<file path="config.mk">
export PLATFORM = sky130hd
export DESIGN_NAME = bus_arbiter4
export DESIGN_NICKNAME = d
export VERILOG_FILES = /design/src/rtl/bus_arbiter4.sv
export SDC_FILE = /design/constraint.sdc
export NUM_CORES = 1
export LEC_CHECK = 0
export ABC_AREA = 1
export BUFFER_PORTS_ARGS = -buffer_cell sky130_fd_sc_hd__buf_2
export CAP_MARGIN = 20
export CORE_MARGIN = 5
export CORE_UTILIZATION = 56
export DETAILED_ROUTE_END_ITERATION = 10
export PLACE_DENSITY_LB_ADDON = 0.25
export RECOVER_POWER = 100
export SLEW_MARGIN = 20
export SYNTH_ARGS = -nofsm -noshare
export SYNTH_HDL_FRONTEND = slang
export SYNTH_SLANG_ARGS = --single-unit
export TNS_END_PERCENT = 1
</file>
<file path="constraint.sdc">
create_clock -name clk -period 2.2 [get_ports clk]
set_input_delay 0.22 -clock clk [delete_from_list [all_inputs] [get_ports clk]]
set_output_delay 0.22 -clock clk [all_outputs]
set_load 0.01 [all_outputs]
</file>
<file path="src/rtl/bus_arbiter4.sv">
// Four-way round-robin arbiter producing a registered one-hot grant and the select code for a 4:1 mux tree.
// Optional per-owner hold limit is enabled by defining GRANT_TIMEOUT_EN.
module bus_arbiter4 #(
  parameter int TIMEOUT_CYCLES = 8,
  parameter int CNT_W          = 8
) (
  input  logic       clk,
  input  logic       rst,
  input  logic [3:0] req,
  output logic [3:0] gnt,
  output logic [1:0] sel,
  output logic       busy,
  output logic       timeout
);

  typedef enum logic [0:0] {
    IDLE  = 1'b0,
    GRANT = 1'b1
  } state_t;

  state_t     state_q, state_d;
  logic [3:0] gnt_q, gnt_d;
  logic [1:0] sel_q, sel_d;
  logic [1:0] ptr_q, ptr_d;
  logic       busy_q, busy_d;
  logic [3:0] mask_s;
  logic [2:0] win_s;
  logic       forced_s;
`ifdef GRANT_TIMEOUT_EN
  logic [CNT_W-1:0] cnt_q, cnt_d;
  logic             timeout_q, timeout_d;
`endif

  // Returns {found, index} of the first set bit of r, scanning p, p+1, ... modulo 4.
  function automatic logic [2:0] pick(input logic [3:0] r, input logic [1:0] p);
    logic [2:0] res;
    logic [1:0] idx;
    res = 3'b000;
    for (int k = 3; k >= 0; k--) begin
      idx = p + 2'(k);
      if (r[idx]) begin
        res = {1'b1, idx};
      end else begin
        res = res;
      end
    end
    return res;
  endfunction

  function automatic logic [3:0] onehot(input logic [1:0] i);
    return 4'b0001 << i;
  endfunction

  // Next-state, grant and pointer computation.
  always_comb begin
    state_d  = state_q;
    gnt_d    = gnt_q;
    sel_d    = sel_q;
    ptr_d    = ptr_q;
    mask_s   = 4'b0000;
    win_s    = 3'b000;
    forced_s = 1'b0;
`ifdef GRANT_TIMEOUT_EN
    cnt_d     = cnt_q;
    timeout_d = 1'b0;
`endif
    case (state_q)
      IDLE: begin
        win_s = pick(req, ptr_q);
        if (win_s[2]) begin
          gnt_d   = onehot(win_s[1:0]);
          sel_d   = win_s[1:0];
          state_d = GRANT;
`ifdef GRANT_TIMEOUT_EN
          cnt_d   = {CNT_W{1'b0}};
`endif
        end else begin
          gnt_d = 4'b0000;
        end
      end
      GRANT: begin
`ifdef GRANT_TIMEOUT_EN
        forced_s = req[sel_q] && (cnt_q == CNT_W'(TIMEOUT_CYCLES - 1));
`endif
        if (req[sel_q] && !forced_s) begin
          gnt_d = gnt_q;
`ifdef GRANT_TIMEOUT_EN
          cnt_d = cnt_q + CNT_W'(1);
`endif
        end else begin
          // The owner is always masked: on a normal release its req is already low.
          ptr_d          = sel_q + 2'd1;
          mask_s         = req;
          mask_s[sel_q]  = 1'b0;
          win_s          = pick(mask_s, sel_q + 2'd1);
          if (win_s[2]) begin
            gnt_d     = onehot(win_s[1:0]);
            sel_d     = win_s[1:0];
            state_d   = GRANT;
`ifdef GRANT_TIMEOUT_EN
            cnt_d     = {CNT_W{1'b0}};
            timeout_d = forced_s;
`endif
          end else if (forced_s) begin
            state_d = GRANT;
`ifdef GRANT_TIMEOUT_EN
            cnt_d   = {CNT_W{1'b0}};
`endif
          end else begin
            state_d = IDLE;
            gnt_d   = 4'b0000;
          end
        end
      end
      default: begin
        state_d = IDLE;
        gnt_d   = 4'b0000;
      end
    endcase
    busy_d = |gnt_d;
  end

  // State and output registers with synchronous reset.
  always_ff @(posedge clk) begin
    if (rst) begin
      state_q   <= IDLE;
      gnt_q     <= 4'b0000;
      sel_q     <= 2'b00;
      ptr_q     <= 2'b00;
      busy_q    <= 1'b0;
`ifdef GRANT_TIMEOUT_EN
      cnt_q     <= {CNT_W{1'b0}};
      timeout_q <= 1'b0;
`endif
    end else begin
      state_q   <= state_d;
      gnt_q     <= gnt_d;
      sel_q     <= sel_d;
      ptr_q     <= ptr_d;
      busy_q    <= busy_d;
`ifdef GRANT_TIMEOUT_EN
      cnt_q     <= cnt_d;
      timeout_q <= timeout_d;
`endif
    end
  end

  assign gnt  = gnt_q;
  assign sel  = sel_q;
  assign busy = busy_q;
`ifdef GRANT_TIMEOUT_EN
  assign timeout = timeout_q;
`else
  logic unused_cfg_s;
  assign unused_cfg_s = TIMEOUT_CYCLES[0] ^ CNT_W[0];
  assign timeout      = 1'b0;
`endif

endmodule

</file>
==> Word-level counts from Yosys, hierarchy flattened <==
Index checks and enable logic that the tools add are counted.
{ "classes": {"shifts": 2, "muxes": 43, "n_reduce_logical": 4, "bitwise_logic": 4, "magnitude_cmp": 10, "eq_ne": 3, "addsub": 7} }
{ "ops": {"columns": ["op", "count"], "rows": [
  ["2-to-1 mux 3 bit", 11],
  ["less-than comparator 2 x 3 -> 1 bit, second input constant", 9],
  ["binary-select mux 1 bit (select 2 bit)", 9],
  ["2-to-1 mux 1 bit", 13],
  ["2-to-1 mux 4 bit", 3],
  ["adder 2 bit, second input constant", 4],
  ["one-hot mux 4 bit (2 select lines)", 1],
  ["left shift 1 x 2 -> 4 bit, first input constant", 2],
  ["adder 2 x 1 -> 2 bit, second input constant", 3],
  ["2-to-1 mux 2 bit", 3],
  ["bitwise AND 4 bit", 1],
  ["inequality test 2 bit, second input constant", 2],
  ["inverter 4 bit", 1],
  ["one-hot mux 2 bit (2 select lines)", 1],
  ["OR reduction 4 bit", 1],
  ["AND reduction 3 bit", 1],
  ["demux 1 bit (select 2 bit)", 1],
  ["greater-or-equal comparator 2 x 1 -> 1 bit, second input constant", 1],
  ["inequality test 2 x 1 -> 1 bit, second input constant", 1],
  ["inverter 1 bit", 2],
  ["one-hot mux 1 bit (2 select lines)", 1],
  ["AND reduction 2 bit", 1],
  ["logical AND 1 bit", 1]
]} }
{ "totals": {"out_inout_bits": 8, "regBits": 10} }

==> Longest topological paths before layout <==
Gate-level depths: netlist of the first run.
{ "logic_depth": {"ltp_word": 19, "ltp_mapped": 18, "depth_no_buf": 17} }

==> Least setup slack after synthesis of the first run <==
OpenSTA, ideal clock, no wires.
{ "synth_path": {"path_type": "reg2reg", "from": "register sel_q[0] (netlist: sel[0])", "to": "register busy_q (netlist: busy)", "t_arrival_ns": 1.949, "path_slack_ns": 0.140, "n_path_buf": 1, "path_stages_with_launch": 16, "setup_time_ns": 0.111, "path_cell_list": "dfxtp_1 buf_6 inv_6 ha_1 xor2_1 inv_1 nand2_2 nand3_2 nand3_1 nand2_1 nand2_1 nor2_1 nor2_1 nand2_1 nor2_1 nor2_1"} }
{ "synth_via": {"elab_chain_cells": 19, "elab_cells_between_ends": 32} }
{ "synth_lines": {"columns": ["element", "line", "source"], "rows": [
  ["from (decl)", "23", "logic [1:0] sel_q, sel_d;"],
  ["from (signal assigned)", "138", "sel_q <= sel_d;"],
  ["less-than comparator 2 x 3 -> 1 bit (implied by the code) / greater-or-equal comparator 2 x 1 -> 1 bit (equally long branches)", "94", "mask_s[sel_q] = 1'b0;"],
  ["logical AND 1 bit (implied by the code)", "94", null],
  ["2-to-1 mux 1 bit (implied by the code)", "94", null],
  ["demux 1 bit (select 2 bit)", "94", null],
  ["inverter 4 bit (no line)", null, null],
  ["bitwise AND 4 bit (no line)", null, null],
  ["binary-select mux 1 bit (select 2 bit)", "41", "if (r[idx]) begin"],
  ["2-to-1 mux 1 bit (implied by the code)", "41", null],
  ["2-to-1 mux 3 bit (4 in series)", "41", null],
  ["2-to-1 mux 3 bit", "85", "if (req[sel_q] && !forced_s) begin"],
  ["2-to-1 mux 3 bit", "67", "case (state_q)"],
  ["left shift 1 x 2 -> 4 bit", "51", "return 4'b0001 << i;"],
  ["2-to-1 mux 4 bit", "96", "if (win_s[2]) begin"],
  ["2-to-1 mux 4 bit (*)", "85", null],
  ["one-hot mux 4 bit (2 select lines) (*)", "67", null],
  ["OR reduction 4 bit (*)", "120", "busy_d = |gnt_d;"],
  ["to (signal assigned)", "140", "busy_q <= busy_d;"],
  ["to (decl)", "25", "logic busy_q, busy_d;"]
]} }
Every way passes the cells marked *; elsewhere a longest branch is shown, timed or not. The select of a mux whose other input is x is not followed.
A chain may end at the register's enable or synchronous reset.

==> Worst setup path in the final report of the first run <==
Ends and elaborated chain as after synthesis.

==> metrics.md, run 1 <==
| Metric | Value |
|---|---|
| Outcome | `complete, no violations` |
| Global router's overall resource usage | `between 10% and 20%` |
| Clock root buffer master | `clkbuf_4` |
| WL per Instance | `11.5 um` |
| Detailed Route WL | `between 2 and 2.5 mm` |
| VDD IR max | `0.910 mV` |
| Initial antenna violation count | `0` |
| Clock input transition at the sequential cells of the worst setup and hold paths | `0.06 ns` |
| Cell accounting for the most synthesized area | `nand2_1` |
| Synth top area cells | `nand2_1 (23%), dfxtp_1 (20%), nand3_1 (12%)` |
| Post-synth EDFFs | `0` |
| Total grt overflow | `0` |
| Die Span X | `51.9 um` |
| Post-synth top cells | `nand2_1 (60), nand3_1 (23), nor2_1 (20)` |
| Fin cells | `~200` |
| Clock sink count | `10` |
| Synth Flop Type | `dfxtp_1` |
| Vias in the first global route | `1023` |
| Final number of setup-violating endpoints | `0` |
| Initial drt markers | `18` |
| Routed Antenna Nets | `0` |
| CP Buf/Inv Count | `1` |
| Mapped Cells | `173` |
| Reg-to-reg startpoint | `sel[0]` |
| Nets@finish | `~200` |
| Die Footprint | `2690 um2` |
| Worst setup SP type | `flop` |
| Hold Crit Class | `input port to flop` |
| CTS tree | `done` |
| Global-route wire length before repair | `4.05 mm` |
| #FFs+latches synth | `10` |
| Power per cell area | `1730 nW/um2` |
| Crit path required time | `2.37 ns` |
| Worst reg2reg path depth | `14` |
| Core region area | `1690 um2` |
| Most frequent cell after synthesis | `nand2_1` |
| Die H | `51.9 um` |
| Placed Cells | `200` |
| Place WS | `0.0909 ns` |
| Syn_nets | `183` |
| Worst Hold Slack | `0.185 ns` |
| First-pass DRT Iterations | `4` |
| Slack of the critical path | `0.0955 ns` |
| Layout area overhead | `8.91%` |
| Min cycle time layout | `2.10 ns` |
| Hold Vio Cnt, Final | `0` |
| Post-Syn Area | `983 um2` |
| Critical Path, Cell by Cell | `inv_6, ha_1, xor2_2, nand2_1, nand3_2, nand2_1, nand2_1, nand2_1, nand2_1, nor2_1, nor2_1, nand2_1, nor2_1, nor2_1` |
| Fin. max-slew vios | `0` |
| H-tree levels | `1` |
| YS warnings | `0` |
| Antenna cells | `0` |
| Leakage power | `0.587 nW` |
| CP startpoint | `sel[0]` |
| DR vias | `1073` |
| Setup bufs post-CTS | `0` |
| Largest net degree at the start of global routing | `12` |
| Crit Path Category | `flop to flop` |
| Max Clk Rate | `between 0.4 and 0.5 GHz` |
| Post-route total power | `1.86 mW` |
| Max stage delay cell, worst path | `ha_1` |
| Synth Area per Inst | `5.68 um2` |
| Starting density of the core | `between 50% and 60%` |
| # rows | `15` |
| Synth async-reset ratio | `0%` |
| HP Start | `rst` |
| Reg2reg setup slack | `~0.095 ns` |
| Clk buf depth | `2` |
| Slowest cell delay on critical path | `0.40 ns` |
| Crit path max fanout | `11` |
| Via density | `5.29` |
| Dpl hpwl | `1.79 mm` |
| Share of Yosys cell area claimed by the top area cell type | `22.9%` |
| DRC violation count after routing | `0` |
| Crit. End Element | `flop` |
| Hold_buf cts | `0` |
| Critical Path Sink | `busy` |
| WP depth | `14` |
| Unique masters post-synth | `28` |
| Top Ports | `14` |
| Cell mode on critical path | `nand2_1` |
| I/O Buffers | `12` |
| CTS Buf Count | `3` |
| Layout cells sized above 1 | `12.9%` |
| Reg2Reg Capture Point | `busy` |
| Post-cts sizing count | `0` |
| Max Cap Viol | `0` |
| Tcrit/Tclk final | `95.7%` |
| Cell family with the largest share of critical-path delay | `simple AND/OR/NAND/NOR gates` |
| Worst Clk Skew | `0.00387 ns` |
| CP arrival | `2.28 ns` |
| Gp weighted congestion | `0.907` |
| Worst-Skew Late Latency | `about 0.27 ns` |
| Register area share after synthesis | `20.4%` |
how the worst min path moves through the flow:
stage          cells after the start     end  slack [ns]
6_report                           2  sel[0]        0.18
3_5_place_dp                       2  sel[0]        0.48
4_1_cts                            2    busy        0.19
2_1_floorplan                      1  sel[0]        0.29
3_3_place_gp                       2    busy        0.48
5_1_grt                            2  sel[0]        0.19
power by group:
part,internal [mW],leakage (nW),total (mW),switching (mW)
clock,0.0634,0.0138,0.129,0.0659
sequential,0.257,0.0828,0.321,0.0636
combinational,0.477,0.491,1.41,0.928
total,0.798,0.587,1.86,1.06
final cells by class:
cell class                 instances  area (um2)
tap                               17        21.3
inverter                          21        86.3
fill                             175         618
timing repair buffer              14        68.8
clock buffer                       3        22.5
sequential                        10         201
multi-input combinational        138         671
state kept, by name (all words and copies together) (netlist names):
| signal | count |
|---|---|
| busy | 1 |
| gnt | 4 |
| state_q | 1 |
| ptr_q | 2 |
| sel | 2 |
cells in the final DEF (no fill, tap or decap):
master,count
nand2_1,60
nand3_1,23
nor2_1,20
inv_1,18
dfxtp_1,9
a21oi_1,7
o21ai_0,7
buf_2,7
clkbuf_1,5
ha_1,4
nand3b_1,3
clkbuf_4,3
nand2_2,2
buf_4,2
inv_6,1
and2_0,1
xor2_2,1
nand3_2,1
inv_4,1
inv_2,1
o21ai_2,1
nor3_2,1
o31ai_2,1
o211ai_1,1
or2_1,1
nor2_2,1
a31oi_1,1
nand4_1,1
conb_1,1
dfxtp_2,1
stage by stage:
stage          utilization, %  instance area (um2)  TNS [ns]
6_report                 63.4                 1070         0
5_1_grt                  63.4                 1070   -0.0729
4_1_cts                  63.3                 1070         0
3_5_place_dp             61.9                 1050         0
3_3_place_gp             61.9                 1050         0
2_1_floorplan               -                  983         0
cells by family (layout without fill, tap and decap cells):
group | count (synthesis) | count (layout) | share of synthesized area [%]
adder cells (fa/ha/maj) | 4 | 4 | 5.09
buffers and inverters | 25 | 38 | 12.2
AND/OR/NAND/NOR | 114 | 114 | 50.4
XOR/XNOR | 1 | 1 | 0.891
flip-flops | 10 | 10 | 20.4
AO/OA/AOI/OAI | 18 | 18 | 10.7
other | 1 | 1 | 0.381
metal layers:
metal  vias up  track usage (%)  wire [um]
met4         0             10.0         44
met5         -                0          0
met3         5             3.15         96
met1       474             22.8       1040
met2        19             34.7       1150
li1        575                -          -
(Power assumes the default switching activity.)
==> inputs of run 2 (changes only) <==
--- a/config.mk
+++ b/config.mk
@@ -6,9 +6,8 @@
 export NUM_CORES = 1
 export LEC_CHECK = 0
-export ABC_AREA = 1
 export BUFFER_PORTS_ARGS = -buffer_cell sky130_fd_sc_hd__buf_2
 export CAP_MARGIN = 20
 export CORE_MARGIN = 5
-export CORE_UTILIZATION = 56
+export CORE_UTILIZATION = 53
 export DETAILED_ROUTE_END_ITERATION = 10
 export PLACE_DENSITY_LB_ADDON = 0.25
==> constraint.sdc (replaced) <==
create_clock -name clk -period 2.2 [get_ports clk]
set_input_delay 0.11 -clock clk [delete_from_list [all_inputs] [get_ports clk]]
set_output_delay 0.11 -clock clk [all_outputs]
set_load 0.01 [all_outputs]
==> run 2 against run 1 <==
  * Via count down 28%
  * Maximum frequency up 4.1%
  * Combinational power down 81%
  * Largest power group unchanged
==> metrics.md, run 2 <==
| Metric | Value |
|---|---|
| Combinational share of power | `39.5% (was 75.7%)` |
| Min cycle time layout | `2.02 ns (was 2.10 ns)` |
| Max stage delay cell, worst path | `dfxtp_2 (was ha_1)` |
| CTS tree | `done (unchanged)` |
| Clock sink count | `10 (unchanged)` |
| VDD IR max | `0.631 mV (was 0.910 mV)` |
| Slowest cell delay on critical path | `0.42 ns (was 0.40 ns)` |
| First-pass DRT Iterations | `4 (unchanged)` |
| Clk buf depth | `2 (unchanged)` |
| Cell accounting for the most synthesized area | `dfxtp_1 (was nand2_1)` |
| Vias in the first global route | `669 (was 1023)` |
| Worst Clk Skew | `0.000555 ns (was 0.00387 ns)` |
| DR vias | `768 (was 1073)` |
| Total grt overflow | `0 (unchanged)` |
| RSZ-0062 raised after global routing | `false` |
| DRC violation count after routing | `0 (unchanged)` |
| Hold Vio Cnt, Final | `0 (unchanged)` |
| Most frequent cell after synthesis | `a21oi_1 (was nand2_1)` |
| Gp weighted congestion | `0.810 (was 0.907)` |
| Antenna cells | `0 (unchanged)` |
| Switch Pwr | `0.245 mW (was 1.06 mW)` |
| Outcome | `complete, no violations (unchanged)` |
| #FFs+latches synth | `10 (unchanged)` |
| Clock power frac | `25.6% (was 7.0%)` |
| Max Cap Viol | `0 (unchanged)` |
| Synth Area per Inst | `8.26 um2 (was 5.68 um2)` |
| Synth async-reset ratio | `0% (unchanged)` |
| Hold Crit Class | `input port to flop (unchanged)` |
| Crit Path Category | `flop to flop (unchanged)` |
| Crit. End Element | `flop (unchanged)` |
| Initial antenna violation count | `0 (unchanged)` |
| Largest net degree at the start of global routing | `11 (was 12)` |
| Multiplexer share of the synthesized area | `5.94% (was 0%)` |
| Tcrit/Tclk final | `91.9% (was 95.7%)` |
| Clock input transition at the sequential cells of the worst setup and hold paths | `0.07 ns (was 0.06 ns)` |
| CP arrival | `2.23 ns (was 2.28 ns)` |
| Max FFs per register | `4 (unchanged)` |
| Crit path max fanout | `9 (was 11)` |
| Cell family with the largest share of critical-path delay | `compound AO/OA/AOI/OAI gates (was simple AND/OR/NAND/NOR gates)` |
| Die Footprint | `2390 um2 (was 2690 um2)` |
| Via density | `6.10 (was 5.29)` |
| Power per cell area | `751 nW/um2 (was 1730 nW/um2)` |
| Leakage power | `0.351 nW (was 0.587 nW)` |
| I/O Buffers | `12 (unchanged)` |
| Max Clk Rate | `0.495 GHz (was 0.475 GHz)` |
| Post-synth top cells | `a21oi_1 (11), dfxtp_1 (10), inv_1 (7), nand2_1 (7), nor2_1 (5) (was nand2_1 (60), nand3_1 (23), nor2_1 (20))` |
| H-tree levels | `1 (unchanged)` |
| Crit path required time | `2.41 ns (was 2.37 ns)` |
| Register area share after synthesis | `25.0% (was 20.4%)` |
| Share of Yosys cell area claimed by the top area cell type | `25.0% (was 22.9%)` |
| Mapped Cells | `97 (was 173)` |
| Final number of setup-violating endpoints | `0 (unchanged)` |
| CTS Buf Count | `3 (unchanged)` |
| Seq pwr share | `34.9% (was 17.3%)` |
| Synth Flop Type | `dfxtp_1 (unchanged)` |
| WL per Instance | `14.1 um (was 11.5 um)` |
| Hold_buf cts | `0 (unchanged)` |
| Post-Synth XOR/XNOR Area | `0% (was 0.891%)` |
| Post-synth EDFFs | `0 (unchanged)` |
| Global router's overall resource usage | `15.0% (was 19.8%)` |
| Unique masters post-synth | `39 (was 28)` |
| Adder-Cell Fraction of Synth Area | `6.25% (was 5.09%)` |
| Worst-Skew Late Latency | `0.27 ns (about the same)` |
| Clock root buffer master | `clkbuf_4 (unchanged)` |
| CP Buf/Inv Count | `2 (was 1)` |
| Compound-cell area share of the yosys netlist | `32.7% (was 10.7%)` |
| Post-route total power | `0.668 mW (was 1.86 mW)` |
| Critical Path, Cell by Cell | `inv_1, ha_1, o41ai_1, a221oi_2, buf_4, or3b_1, a31oi_1 (was inv_6, ha_1, xor2_2, nand2_1, nand3_2, nand2_1, nand2_1, nand2_1, nand2_1, nor2_1, nor2_1, nand2_1, nor2_1, nor2_1)` |
| # fillers | `144 (was 175)` |
| Core region area | `1470 um2 (was 1690 um2)` |
| Sum Neg Setup Slack | `0 ns (unchanged)` |
| Main combinational cell family by area after synthesis | `compound AO/OA/AOI/OAI gates (was simple AND/OR/NAND/NOR gates)` |
| Dpl hpwl | `1.34 mm (was 1.79 mm)` |
| Post-Syn Area | `801 um2 (was 983 um2)` |
| Syn_nets | `107 (was 183)` |
| Reg2reg setup slack | `0.18 ns (was 0.1 ns)` |
| Pint | `0.423 mW (was 0.798 mW)` |
| # rows | `14 (was 15)` |
| Die Span X | `48.9 um (was 51.9 um)` |
| Most frequent cells in the layout | `a21oi_1 (11), dfxtp_1 (8), inv_1 (7), nand2_1 (7), buf_2 (7) (was nand2_1 (60), nand3_1 (23), nor2_1 (20))` |
| YS warnings | `0 (unchanged)` |
| Starting density of the core | `54.4% (was 58.2%)` |
| Synth top area cells | `dfxtp_1 (25%), a21oi_1 (6.9%), ha_1 (6.3%) (was nand2_1 (23%), dfxtp_1 (20%), nand3_1 (12%))` |
| Commonest non-fill, non-tap cell in the layout | `a21oi_1 (was nand2_1)` |
| Fin. max-slew vios | `0 (unchanged)` |
| Initial drt markers | `26 (was 18)` |
| Die H | `48.9 um (was 51.9 um)` |
| Top Ports | `14 (unchanged)` |
| Simple-Gate Fraction of Synth Area | `21.6% (was 50.4%)` |
| Detailed Route WL | `1.77 mm (was 2.33 mm)` |
| Layout cells sized above 1 | `20.0% (was 12.9%)` |
| Global-route wire length before repair | `2.90 mm (was 4.05 mm)` |
| Worst setup SP type | `flop (unchanged)` |
| Routed Antenna Nets | `0 (unchanged)` |
| Nets@finish | `121 (was 198)` |
| Net Sw Frac | `36.7% (was 57.0%)` |
| Layout area overhead | `11.1% (was 8.91%)` |
-- run 2: changes by cell type in the layout (fill, tap and decap cells not counted), sizes merged, moves of 3 or more --
cell and change:
nand3 -22, nor2 -16, inv -14, nand2b +4, a21oi +5, mux2 +3
nand2 -55, o21ai -4
-- run 2: cell families (layout without fill, tap and decap cells) --
| group | Yosys count | after routing |
|---|---|---|
| mux | 4 | 4 |
| simple gates | 32 | 32 |
| flops | 10 | 10 |
| other cells | 1 | 1 |
| fa+ha+maj | 4 | 4 |
| buf+inv | 12 | 25 |
| compound gates | 34 | 34 |
-- run 2: power by group through the flow --
stage	clock (mW)	combinational [mW]	sequential (mW)
2_1_floorplan	0	0.197	0.234
3_3_place_gp	0	0.251	0.235
3_5_place_dp	0	0.254	0.235
4_1_cts	0.173	0.255	0.232
5_1_grt	0.185	0.288	0.239
6_report	0.171	0.264	0.233
-- run 2: cell type report --
class	instances	area (um2)	share of cell area (%)
inverter	7	26.3	2.95
multi-input combinational	75	536	60.2
timing repair buffer	14	68.8	7.74
clock buffer	4	36.3	4.08
sequential	10	203	22.8
tap	16	20.0	2.25
-- run 2: metal layers --
metal / part of all wire [%] / GRT usage, %
met5: 0 / 0
met2: 47 / 21.7
met1: 44 / 19.6
met3: 6.1 / 3.06
met4: 1.9 / 9.87
-- run 2: per-stage QoR --
stage	cells	setup slack (ns)	hold WS, ns	utilization [%]	cell area, um2
after floorplan	97	0.157	0.329	-	801
after global placement	121	0.196	0.413	57.7	850
after detailed placement	121	0.102	0.410	57.7	850
after CTS	125	0.101	0.121	60.2	886
after global routing	126	0.0295	0.128	60.5	890
final	126	0.178	0.126	60.5	890
-- run 2: final timing paths --
check | start | end | cells after the start
worst min-delay path | rst | gnt[0] | 2
worst min register to register | gnt[0] | gnt[0] | 2
worst max register to register | sel[0] | gnt[0] | 7
worst max-delay path | sel[0] | gnt[0] | 7
-- run 2: timing repair --
item,CTS,global route
setup endpoints to repair,0,3
setup buffers,0,1
gates resized for setup,0,2
-- run 2: worst register-to-register path, stage by stage (launching register included) --
cell,delay (ns)
dfxtp_2,0.42
inv_1,0.10
ha_1,0.22
o41ai_1,0.40
a221oi_2,0.11
buf_4,0.18
or3b_1,0.38
a31oi_1,0.16
==> inputs of run 3 (changes only) <==
Settings changed: BUFFER_PORTS_ARGS -buffer_cell sky130_fd_sc_hd__buf_2 to not set, CORE_UTILIZATION 53 to 60, DONT_BUFFER_PORTS set to 1.
==> run 3 against run 2 <==
  * Setup slack better by 0.011 ns
  * Clock skew is 0.0080 ns higher
  * Sequential cell count stayed put
  * Cell area is 5.5% lower
  * Die area is 9.3% lower
  * Largest power group unchanged
  * Global-route usage is 5.6 points higher
==> metrics.md, run 3 (synthesized netlist as in run 2, its figures left out) <==
| Metric | Value |
|---|---|
| Outcome | `complete, no violations (unchanged)` |
| Layout area overhead | `5.00% (was 11.1%)` |
| Max FFs per register | `4 (unchanged)` |
| Slack of the critical path | `0.189 ns (was 0.178 ns)` |
| First-pass DRT Iterations | `4 (unchanged)` |
| Die Footprint | `2170 um2 (was 2390 um2)` |
| Die Span X | `46.5 um (was 48.9 um)` |
| Crit. End Element | `flop (unchanged)` |
| DR vias | `749 (was 768)` |
| Global router's overall resource usage | `20.6% (was 15.0%)` |
| Leakage power | `0.319 nW (was 0.351 nW)` |
| Top Ports | `14 (unchanged)` |
| Power per cell area | `722 nW/um2 (was 751 nW/um2)` |
| Clock input transition at the sequential cells of the worst setup and hold paths | `0.06 ns (was 0.07 ns)` |
| Crit path max fanout | `8 (was 9)` |
| Die H | `46.5 um (was 48.9 um)` |
| Clock sink count | `10 (unchanged)` |
| Via density | `6.51 (was 6.10)` |
| DRC violation count after routing | `0 (unchanged)` |
| Clk buf depth | `2 (unchanged)` |
| CTS tree | `done (unchanged)` |
| VDD IR max | `0.347 mV (was 0.631 mV)` |
| Max Cap Viol | `0 (unchanged)` |
| Global-route wire length before repair | `3.14 mm (was 2.90 mm)` |
| # rows | `13 (was 14)` |
| Commonest non-fill, non-tap cell in the layout | `a21oi_1 (unchanged)` |
| Dpl hpwl | `1.38 mm (was 1.34 mm)` |
| Hold Vio Cnt, Final | `0 (unchanged)` |
| Core region area | `1280 um2 (was 1470 um2)` |
| Fin. max-slew vios | `0 (unchanged)` |
| WL per Instance | `15.8 um (was 14.1 um)` |
| Worst setup SP type | `flop (unchanged)` |
| Crit path required time | `2.37 ns (was 2.41 ns)` |
| CP arrival | `2.18 ns (was 2.23 ns)` |
| H-tree levels | `1 (unchanged)` |
| Nets@finish | `112 (was 121)` |
| Crit Path Category | `flop to flop (unchanged)` |
| Layout cells sized above 1 | `15.0% (was 20.0%)` |
| Sum Neg Setup Slack | `0 ns (unchanged)` |
| I/O Buffers | `0 (was 12)` |
| Routed Antenna Nets | `0 (unchanged)` |
| Worst Clk Skew | `0.00856 ns (was 0.000555 ns)` |
| Place WS | `0.175 ns (was 0.102 ns)` |
| Largest net degree at the start of global routing | `11 (unchanged)` |
| Most frequent cells in the layout | `a21oi_1 (11), dfxtp_1 (9), inv_1 (7), nand2_1 (7), nor2_1 (5) (was a21oi_1 (11), dfxtp_1 (8), inv_1 (7), nand2_1 (7), buf_2 (7))` |
| Min cycle time layout | `2.01 ns (was 2.02 ns)` |
| # fillers | `110 (was 144)` |
| Detailed Route WL | `1.82 mm (was 1.77 mm)` |
| Vias in the first global route | `741 (was 669)` |
| Total grt overflow | `0 (unchanged)` |
| Gp weighted congestion | `0.851 (was 0.810)` |
| CTS Buf Count | `3 (unchanged)` |
| Final number of setup-violating endpoints | `0 (unchanged)` |
| Worst-Skew Late Latency | `0.27 ns (about the same)` |
| Worst-margin pin slew | `0.522 ns` |
| Starting density of the core | `62.3% (was 54.4%)` |
| RSZ-0062 raised after global routing | `false (unchanged)` |
| Max Clk Rate | `0.497 GHz (was 0.495 GHz)` |
| Tcrit/Tclk final | `91.4% (was 91.9%)` |
| Antenna cells | `0 (unchanged)` |
| Initial antenna violation count | `0 (unchanged)` |
| Hold Crit Class | `input port to flop (unchanged)` |
| Slew HR | `64.9%` |
| Worst Hold Slack | `0.247 ns (was 0.126 ns)` |
| Initial drt markers | `24 (was 26)` |
| Clock root buffer master | `clkbuf_4 (unchanged)` |
[run 3: stage by stage]
stage / util, % / area [um2] / total power [mW] / instances
final: 65.4 / 841 / 0.607 / 115
after global routing: 65.4 / 841 / 0.653 / 115
after CTS: 65.0 / 836 / 0.603 / 114
after detailed placement: 62.5 / 803 / 0.475 / 110
after global placement: 62.5 / 803 / 0.471 / 110
after floorplan: - / 801 / 0.431 / 97
[run 3: routing by layer]
layer,up-vias,wire length [um],part of all wire [%],track usage [%]
met5,-,0,0,0
met4,0,32,1.8,10.2
met3,5,162,8.9,8.98
met2,39,870,48,30.8
met1,342,752,41,24.7
li1,363,-,-,-
[run 3: power by group]
group | switching, mW | internal, mW | leakage, nW | total [mW]
clock network | 0.0585 | 0.0630 | 0.0138 | 0.122
registers | 0.0322 | 0.205 | 0.0828 | 0.237
logic | 0.136 | 0.113 | 0.222 | 0.249
total | 0.227 | 0.381 | 0.319 | 0.607
[run 3: timing repair]
| action | in CTS | in global routing |
|---|---|---|
| buffers inserted | 0 | 1 |
| hold endpoints to repair | 10 | 0 |
| hold buffers | 1 | 0 |
| gates resized for setup | 0 | 1 |
| endpoints found under the setup margin | 0 | 1 |
[run 3: critical path: stages (launching register included)]
cell,delay (ns)
dfxtp_2,0.39
buf_4,0.18
ha_1,0.15
nor2b_1,0.07
nor3_1,0.47
a21boi_4,0.16
nand2b_1,0.20
a311oi_1,0.28
[run 3: layout make-up]
class	count	area, um2	area share, %
tap	15	18.8	2.23
inverter	7	26.3	3.13
multi-input combinational	75	536	63.7
timing repair buffer	5	36.3	4.32
sequential	10	201	24.0
clock buffer	3	22.5	2.68
[run 3: worst paths after layout]
| path | slack [ns] | from | cells past startpoint | end |
|---|---|---|---|---|
| min reg2reg | 0.53 | ptr_q[0] | 2 | ptr_q[0] |
| max | 0.19 | sel[0] | 7 | sel[0] |
| min | 0.25 | req[1] | 4 | sel[0] |
| max reg2reg | 0.19 | sel[0] | 7 | sel[0] |
